File: config.mk
export PLATFORM = sky130hd
export DESIGN_NAME = vga_timing_gen
export DESIGN_NICKNAME = d
export VERILOG_FILES = /design/src/rtl/vga_timing_gen.sv
export SDC_FILE = /design/constraint.sdc
export NUM_CORES = 1
export LEC_CHECK = 0
export ABC_CLOCK_PERIOD_IN_PS = 2000
export CAP_MARGIN = 10
export CORE_MARGIN = 2
export CORE_UTILIZATION = 44
export CTS_CLUSTER_DIAMETER = 60
export DETAILED_ROUTE_END_ITERATION = 10
export GPL_TIMING_DRIVEN = 0
export PLACE_DENSITY = 0.76
export SYNTH_ARGS = -nofsm -noshare
export SYNTH_HDL_FRONTEND = slang
export SYNTH_SLANG_ARGS = --single-unit
File: constraint.sdc
create_clock -name vga_pix_clk -period 2 [get_ports vga_pix_clk]
set_input_delay 0.5 -clock vga_pix_clk [delete_from_list [all_inputs] [get_ports vga_pix_clk]]
set_output_delay 0.5 -clock vga_pix_clk [all_outputs]
set_load 0.01 [all_outputs]
File: src/rtl/vga_timing_gen.sv
// vga_timing_gen: VGA raster timing generator.
// Free-running horizontal/vertical counters on vga_pix_clk produce the pixel
// coordinates, display enable, sync pulses and a once-per-frame strobe. All
// outputs are registered from the next-state counter values, so every output
// describes the same pixel in the same cycle.
// Optional feature: define VGA_TIMING_FRAME_CNT_EN to build a completed-frame
// counter on frame_cnt. Without it, frame_cnt is tied to zero.
module vga_timing_gen #(
  parameter int H_VISIBLE_AREA  = 640,
  parameter int H_FRONT_PORCH   = 16,
  parameter int H_SYNC_PULSE    = 96,
  parameter int H_BACK_PORCH    = 48,
  parameter int V_VISIBLE_AREA  = 480,
  parameter int V_FRONT_PORCH   = 10,
  parameter int V_SYNC_PULSE    = 2,
  parameter int V_BACK_PORCH    = 33,
  parameter int H_SYNC_POL      = 0,
  parameter int V_SYNC_POL      = 0,
  parameter int FRAME_CNT_WIDTH = 16,
  localparam int H_WHOLE_LINE = H_VISIBLE_AREA + H_FRONT_PORCH + H_SYNC_PULSE + H_BACK_PORCH,
  localparam int V_WHOLE_LINE = V_VISIBLE_AREA + V_FRONT_PORCH + V_SYNC_PULSE + V_BACK_PORCH,
  localparam int H_ADDR_WIDTH = $clog2(H_WHOLE_LINE),
  localparam int V_ADDR_WIDTH = $clog2(V_WHOLE_LINE)
) (
  input  logic                       vga_pix_clk,
  input  logic                       rst,
  output logic [H_ADDR_WIDTH-1:0]    sx,
  output logic [V_ADDR_WIDTH-1:0]    sy,
  output logic                       display_enabled,
  output logic                       hsync,
  output logic                       vsync,
  output logic                       frame_stb,
  output logic [FRAME_CNT_WIDTH-1:0] frame_cnt
);

  // Counter-width constants so every comparison is unsigned at counter width.
  localparam logic [H_ADDR_WIDTH-1:0] H_ONE        = H_ADDR_WIDTH'(1);
  localparam logic [V_ADDR_WIDTH-1:0] V_ONE        = V_ADDR_WIDTH'(1);
  localparam logic [H_ADDR_WIDTH-1:0] H_MAX        = H_ADDR_WIDTH'(H_WHOLE_LINE - 1);
  localparam logic [V_ADDR_WIDTH-1:0] V_MAX        = V_ADDR_WIDTH'(V_WHOLE_LINE - 1);
  localparam logic [H_ADDR_WIDTH-1:0] H_VIS        = H_ADDR_WIDTH'(H_VISIBLE_AREA);
  localparam logic [V_ADDR_WIDTH-1:0] V_VIS        = V_ADDR_WIDTH'(V_VISIBLE_AREA);
  localparam logic [H_ADDR_WIDTH-1:0] H_SYNC_START = H_ADDR_WIDTH'(H_VISIBLE_AREA + H_FRONT_PORCH);
  localparam logic [H_ADDR_WIDTH-1:0] H_SYNC_END   = H_ADDR_WIDTH'(H_VISIBLE_AREA + H_FRONT_PORCH + H_SYNC_PULSE);
  localparam logic [V_ADDR_WIDTH-1:0] V_SYNC_START = V_ADDR_WIDTH'(V_VISIBLE_AREA + V_FRONT_PORCH);
  localparam logic [V_ADDR_WIDTH-1:0] V_SYNC_END   = V_ADDR_WIDTH'(V_VISIBLE_AREA + V_FRONT_PORCH + V_SYNC_PULSE);
  localparam logic                    H_ACTIVE     = (H_SYNC_POL != 0);
  localparam logic                    V_ACTIVE     = (V_SYNC_POL != 0);

  logic [H_ADDR_WIDTH-1:0] sx_next;
  logic [V_ADDR_WIDTH-1:0] sy_next;
  logic                    display_enabled_next;
  logic                    hsync_next;
  logic                    vsync_next;
  logic                    frame_stb_next;

  // Next raster position: step along the line, wrap to the next line, wrap the frame.
  always_comb begin
    // NOTE: every variable gets a default first so no path leaves it unassigned (no latch).
    sx_next = sx + H_ONE;
    sy_next = sy;
    if (sx == H_MAX) begin
      sx_next = '0;
      sy_next = (sy == V_MAX) ? '0 : sy + V_ONE;
    end
  end

  // Decode the next position so the registered outputs line up with sx/sy.
  always_comb begin
    display_enabled_next = (sx_next < H_VIS) && (sy_next < V_VIS);
    hsync_next = ((sx_next >= H_SYNC_START) && (sx_next < H_SYNC_END)) ? H_ACTIVE : ~H_ACTIVE;
    vsync_next = ((sy_next >= V_SYNC_START) && (sy_next < V_SYNC_END)) ? V_ACTIVE : ~V_ACTIVE;
    frame_stb_next = (sx_next == '0) && (sy_next == V_VIS);
  end

  // Raster counters and decoded outputs, all updated on the same edge.
  always_ff @(posedge vga_pix_clk or negedge rst) begin
    // NOTE: sequential state uses non-blocking assignments; reset is asynchronous active-low.
    if (!rst) begin
      sx              <= '0;
      sy              <= '0;
      display_enabled <= 1'b0;
      hsync           <= ~H_ACTIVE;
      vsync           <= ~V_ACTIVE;
      frame_stb       <= 1'b0;
    end else begin
      sx              <= sx_next;
      sy              <= sy_next;
      display_enabled <= display_enabled_next;
      hsync           <= hsync_next;
      vsync           <= vsync_next;
      frame_stb       <= frame_stb_next;
    end
  end

`ifdef VGA_TIMING_FRAME_CNT_EN
  // Completed-frame counter; steps on the edge that raises frame_stb and wraps freely.
  always_ff @(posedge vga_pix_clk or negedge rst) begin
    if (!rst) begin
      frame_cnt <= '0;
    end else if (frame_stb_next) begin
      frame_cnt <= frame_cnt + FRAME_CNT_WIDTH'(1);
    end
  end
`else
  // Feature disabled: the port stays but carries a constant zero.
  assign frame_cnt = '0;
`endif

endmodule
==> summary.md, run 1 <==
| Metric | Value |
|---|---|
| Hold Path Class | input pin to asynchronous set/reset pin |
| Arr. time, crit path | 2.25 ns |
| Setup-failing EPs final | 0 |
| DR vias/cell | 5.16 |
| TritonRoute pass-1 iters | 4 |
| PwrDens | about 360 nW/µm² |
| Headroom to the max-slew limit | 0.605 |
| Die width | 64.4 µm |
| Final Skew | 0.00592 ns |
| CTS max path bufs | 2 |
| Vias | between 1k and 1.5k |
| DRC viols | 0 |
| Leak pwr | 0.957 nW |
| Synth area leader | dfrtp_1 |
| Synth Instances | 170 |
| Final hold violations | 0 |
| Multiplexer share of the synthesized area | 0.00624 |
| Final hold slack | 0.538 ns |
| Largest net degree at the start of global routing | 25 |
| Num rows | 21 |
| Initial DRC Count | 98 |
| Area Growth Syn to Fin | 38.8% |
| I/O Buffers | 25 |
| Filler cells | 288 |
| Seq cells post-synth | 24 |
| Crit path capture type | flop |
| Post-Syn Area | 1600 µm² |
| Simple-Gate Fraction of Synth Area | 0.242 |
| Max-cap violations | 0 |
| Netlist cell types | 45 |
| Largest family of logic cells by synthesized area | simple AND/OR/NAND/NOR gates |
| TritonCTS sink count | 24 |
| Clock latency on the worst-skew pair | approximately 0.32 ns |
| Count of pins over their slew limit | 0 |
| Initial Utilization | 0.470 |
| CTS tree | yes |
| Worst path required time | 2.27 ns |
| GPL Wtd Cong | 0.908 |
| Adder-cell share of the synthesized area | 0.0234 |
| Layout cell share with drive strength beyond 1 | 0.341 |
| Post-synth ARST share | 1.00 |
| Top cell type's share of synthesized area | 0.343 |
| Worst Tran Pin Value | 0.590 ns |
| DIE AREA | between 4000 and 5000 µm² |
| Reg clk slew, reported paths | 0.14 ns |
| Seq/Total Area, Yosys | 0.376 |
| Final ANT Viol Nets | 0 |
| Total wire length | 3.53 mm |
| Reg area | 612 µm² |
| Placed cell area | 1980 µm² |
| Detailed placer's ending HPWL | 2.42 mm |
| Worst path bufs/invs | 2 |
| Ys flop type | dfrtp_1 |
| Die Y | approximately 64 µm |
| Root Buffer | clkbuf_4 |
| Worst path cell trace | ha_4 > and4_1 > buf_6 > and3_4 > buf_12 > o21ai_2 > a221oi_1 > and4_1 > and4bb_1 |
| Synth area leaders | dfrtp_1 34%, buf_4 8.9%, xnor2_1 4.9% |
| CP top delay family | simple AND/OR/NAND/NOR gates |
| Area occupied by multi-input gates | 925 µm² |
| Peak VDD IR | 0.210 mV |
| Worst Setup Start Kind | flop |
| Most used cell along the critical path | and4_1 |
| CTS Buf Count | 3 |
| Final Instance Area | 2230 µm² |
| Nets | 235 |
| Slowest CP cell | dfrtp_2 |
| Ports | 42 |
| Number of flops mapped to enable cells by yosys | 0 |
| # diodes | 0 |
| Wire per inst | 12.8 µm |
| Max incr delay on CP | 0.41 ns |
| Core Box Area | 3420 µm² |
| Max frequency | 504 MHz |
| Synth warn | 0 |
| Complex-gate fraction of the synthesized area | 0.139 |
| Antenna violations before repair | 0 |
| Kind of critical path | flop to flop |
| Period utilisation layout | 0.992 |
| Worst Path Max Fanout | 10 |
| RSZ-0062 raised after global routing | yes |
| Post-Synth XOR/XNOR Area | 0.0819 |
| First-pass GRT wire length | 5.81 mm |
| H-Tree Depth | 1 |
| Vias in the first global route | 1310 |
| # hold bufs at CTS | 0 |
| Fin crit period | 1.98 ns |
| Status | completed |
| Grt ovf | 0 |
| Share of the core filled with cells in the final layout | 0.652 |
| Avg Inst Size Synth | 9.44 µm² |
| GRT Overall Usage | 0.176 |
[worst register-to-register path, cell delays in order, from the launching register on]
cell	delay, ns
dfrtp_2	0.41
ha_4	0.13
and4_1	0.19
buf_6	0.13
and3_4	0.21
buf_12	0.13
o21ai_2	0.06
a221oi_1	0.24
and4_1	0.23
and4bb_1	0.19
[state kept, by name, summed over array words and instances (netlist names)]
signal / count
display_enabled: 1
frame_stb: 1
hsync: 1
sx: 10
sy: 10
vsync: 1
[cell usage after synthesis (all sizes together), types with 2 or more instances]
library cell	count
buf	23
xor2	6
dfstp	2
nor2	9
a221oi	2
and3	6
clkbuf	2
xnor2	9
dfrtp	22
nand2b	2
and4bb	2
ha	3
a311oi	2
a21boi	2
o21ai	15
o31ai	4
nand3	13
inv	4
nand4	5
nand2	15
and4	4
nor3	6
[metrics by stage]
| stage | TNS (ns) | instances | power (W) | setup WS (ns) |
|---|---|---|---|---|
| 6_report | 0 | 275 | 0.000797 | 0.0170 |
| 2_1_floorplan | 0 | 185 | 0.000531 | 0.00477 |
| 3_3_place_gp | -0.267 | 256 | 0.000542 | -0.129 |
| 5_1_grt | -0.143 | 275 | 0.000844 | -0.0802 |
| 3_5_place_dp | -0.324 | 256 | 0.000542 | -0.167 |
| 4_1_cts | 0 | 270 | 0.000807 | 0.00474 |
[cells by family (layout without fill, tap and decap cells)]
| kind of cell | Yosys count | in the layout |
|---|---|---|
| AO/OA/AOI/OAI | 31 | 31 |
| XOR/XNOR | 15 | 15 |
| adder cells (fa/ha/maj) | 3 | 3 |
| buffers and inverters | 29 | 73 |
| flip-flops | 24 | 24 |
| multiplexers | 1 | 1 |
| other | 1 | 16 |
| AND/OR/NAND/NOR | 66 | 66 |
[layout by cell type (no fill, tap or decap), types with 2 or more instances in the layout]
master / instances
o31ai_1: 3
inv_2: 2
xnor2_1: 9
nand2_1: 14
nor3_2: 4
clkdlybuf4s50_1: 25
o21ai_0: 11
dfrtp_1: 15
and3_2: 2
nand2b_1: 2
o21ai_2: 3
conb_1: 16
ha_4: 2
a21boi_0: 2
and4_1: 3
dfrtp_2: 7
clkbuf_4: 3
xor2_1: 6
nor2_1: 8
buf_4: 34
buf_12: 2
and3_1: 3
nand3_1: 12
inv_1: 2
nand4_1: 5
dfstp_2: 2
nor3_1: 2
[layout make-up]
| cell class | instances | share of cell area |
|---|---|---|
| Buffer | 24 | 0.0860 |
| Clock buffer | 4 | 0.0163 |
| Inverter | 4 | 0.00674 |
| Multi-Input combinational cell | 132 | 0.415 |
| Sequential cell | 24 | 0.275 |
| Tap cell | 46 | 0.0258 |
| Timing Repair Buffer | 41 | 0.175 |
[power by group]
part           internal [W]  switching [W]  total [W]
clock network      0.000111       0.000149   0.000260
logic             0.0000245      0.0000270  0.0000514
registers          0.000485              0   0.000485
[worst paths after layout]
check	start	end	slack [ns]	cells past startpoint
min in group vga_pix_clk	sx[1]	sx[1]	0.55	1
min	rst	sx[6]	0.54	1
max in group asynchronous	rst	vsync	0.89	2
min reg2reg	sx[1]	sx[1]	0.55	1
max reg2reg	sx[0]	frame_stb	0.02	9
max	sx[0]	frame_stb	0.02	9
[repair_timing]
action / in CTS / in global routing
setup endpoints to repair: 3 / 6
setup buffers: 11 / 4
pin swaps: 5 / 6
gates resized for setup: 8 / 16
[routing by layer]
| metal | global-route usage | wire length (µm) | vias to the layer above |
|---|---|---|---|
| met3 | 0.0176 | 177 | 4 |
| li1 | - | - | 698 |
| met2 | 0.283 | 1720 | 56 |
| met4 | 0.0745 | 33 | 0 |
| met5 | 0 | 0 | - |
| met1 | 0.243 | 1600 | 662 |
Note: power is estimated with default switching activity, not from simulation.
==> run 2: changes to the inputs <==
--- a/config.mk
+++ b/config.mk
@@ -10,6 +10,7 @@
 export CORE_MARGIN = 2
 export CORE_UTILIZATION = 44
 export CTS_CLUSTER_DIAMETER = 60
+export CTS_CLUSTER_SIZE = 20
 export DETAILED_ROUTE_END_ITERATION = 10
 export GPL_TIMING_DRIVEN = 0
 export PLACE_DENSITY = 0.76
==> results of run 2 <==
The final DEF is identical to that of run 1; final timing and power are the same.
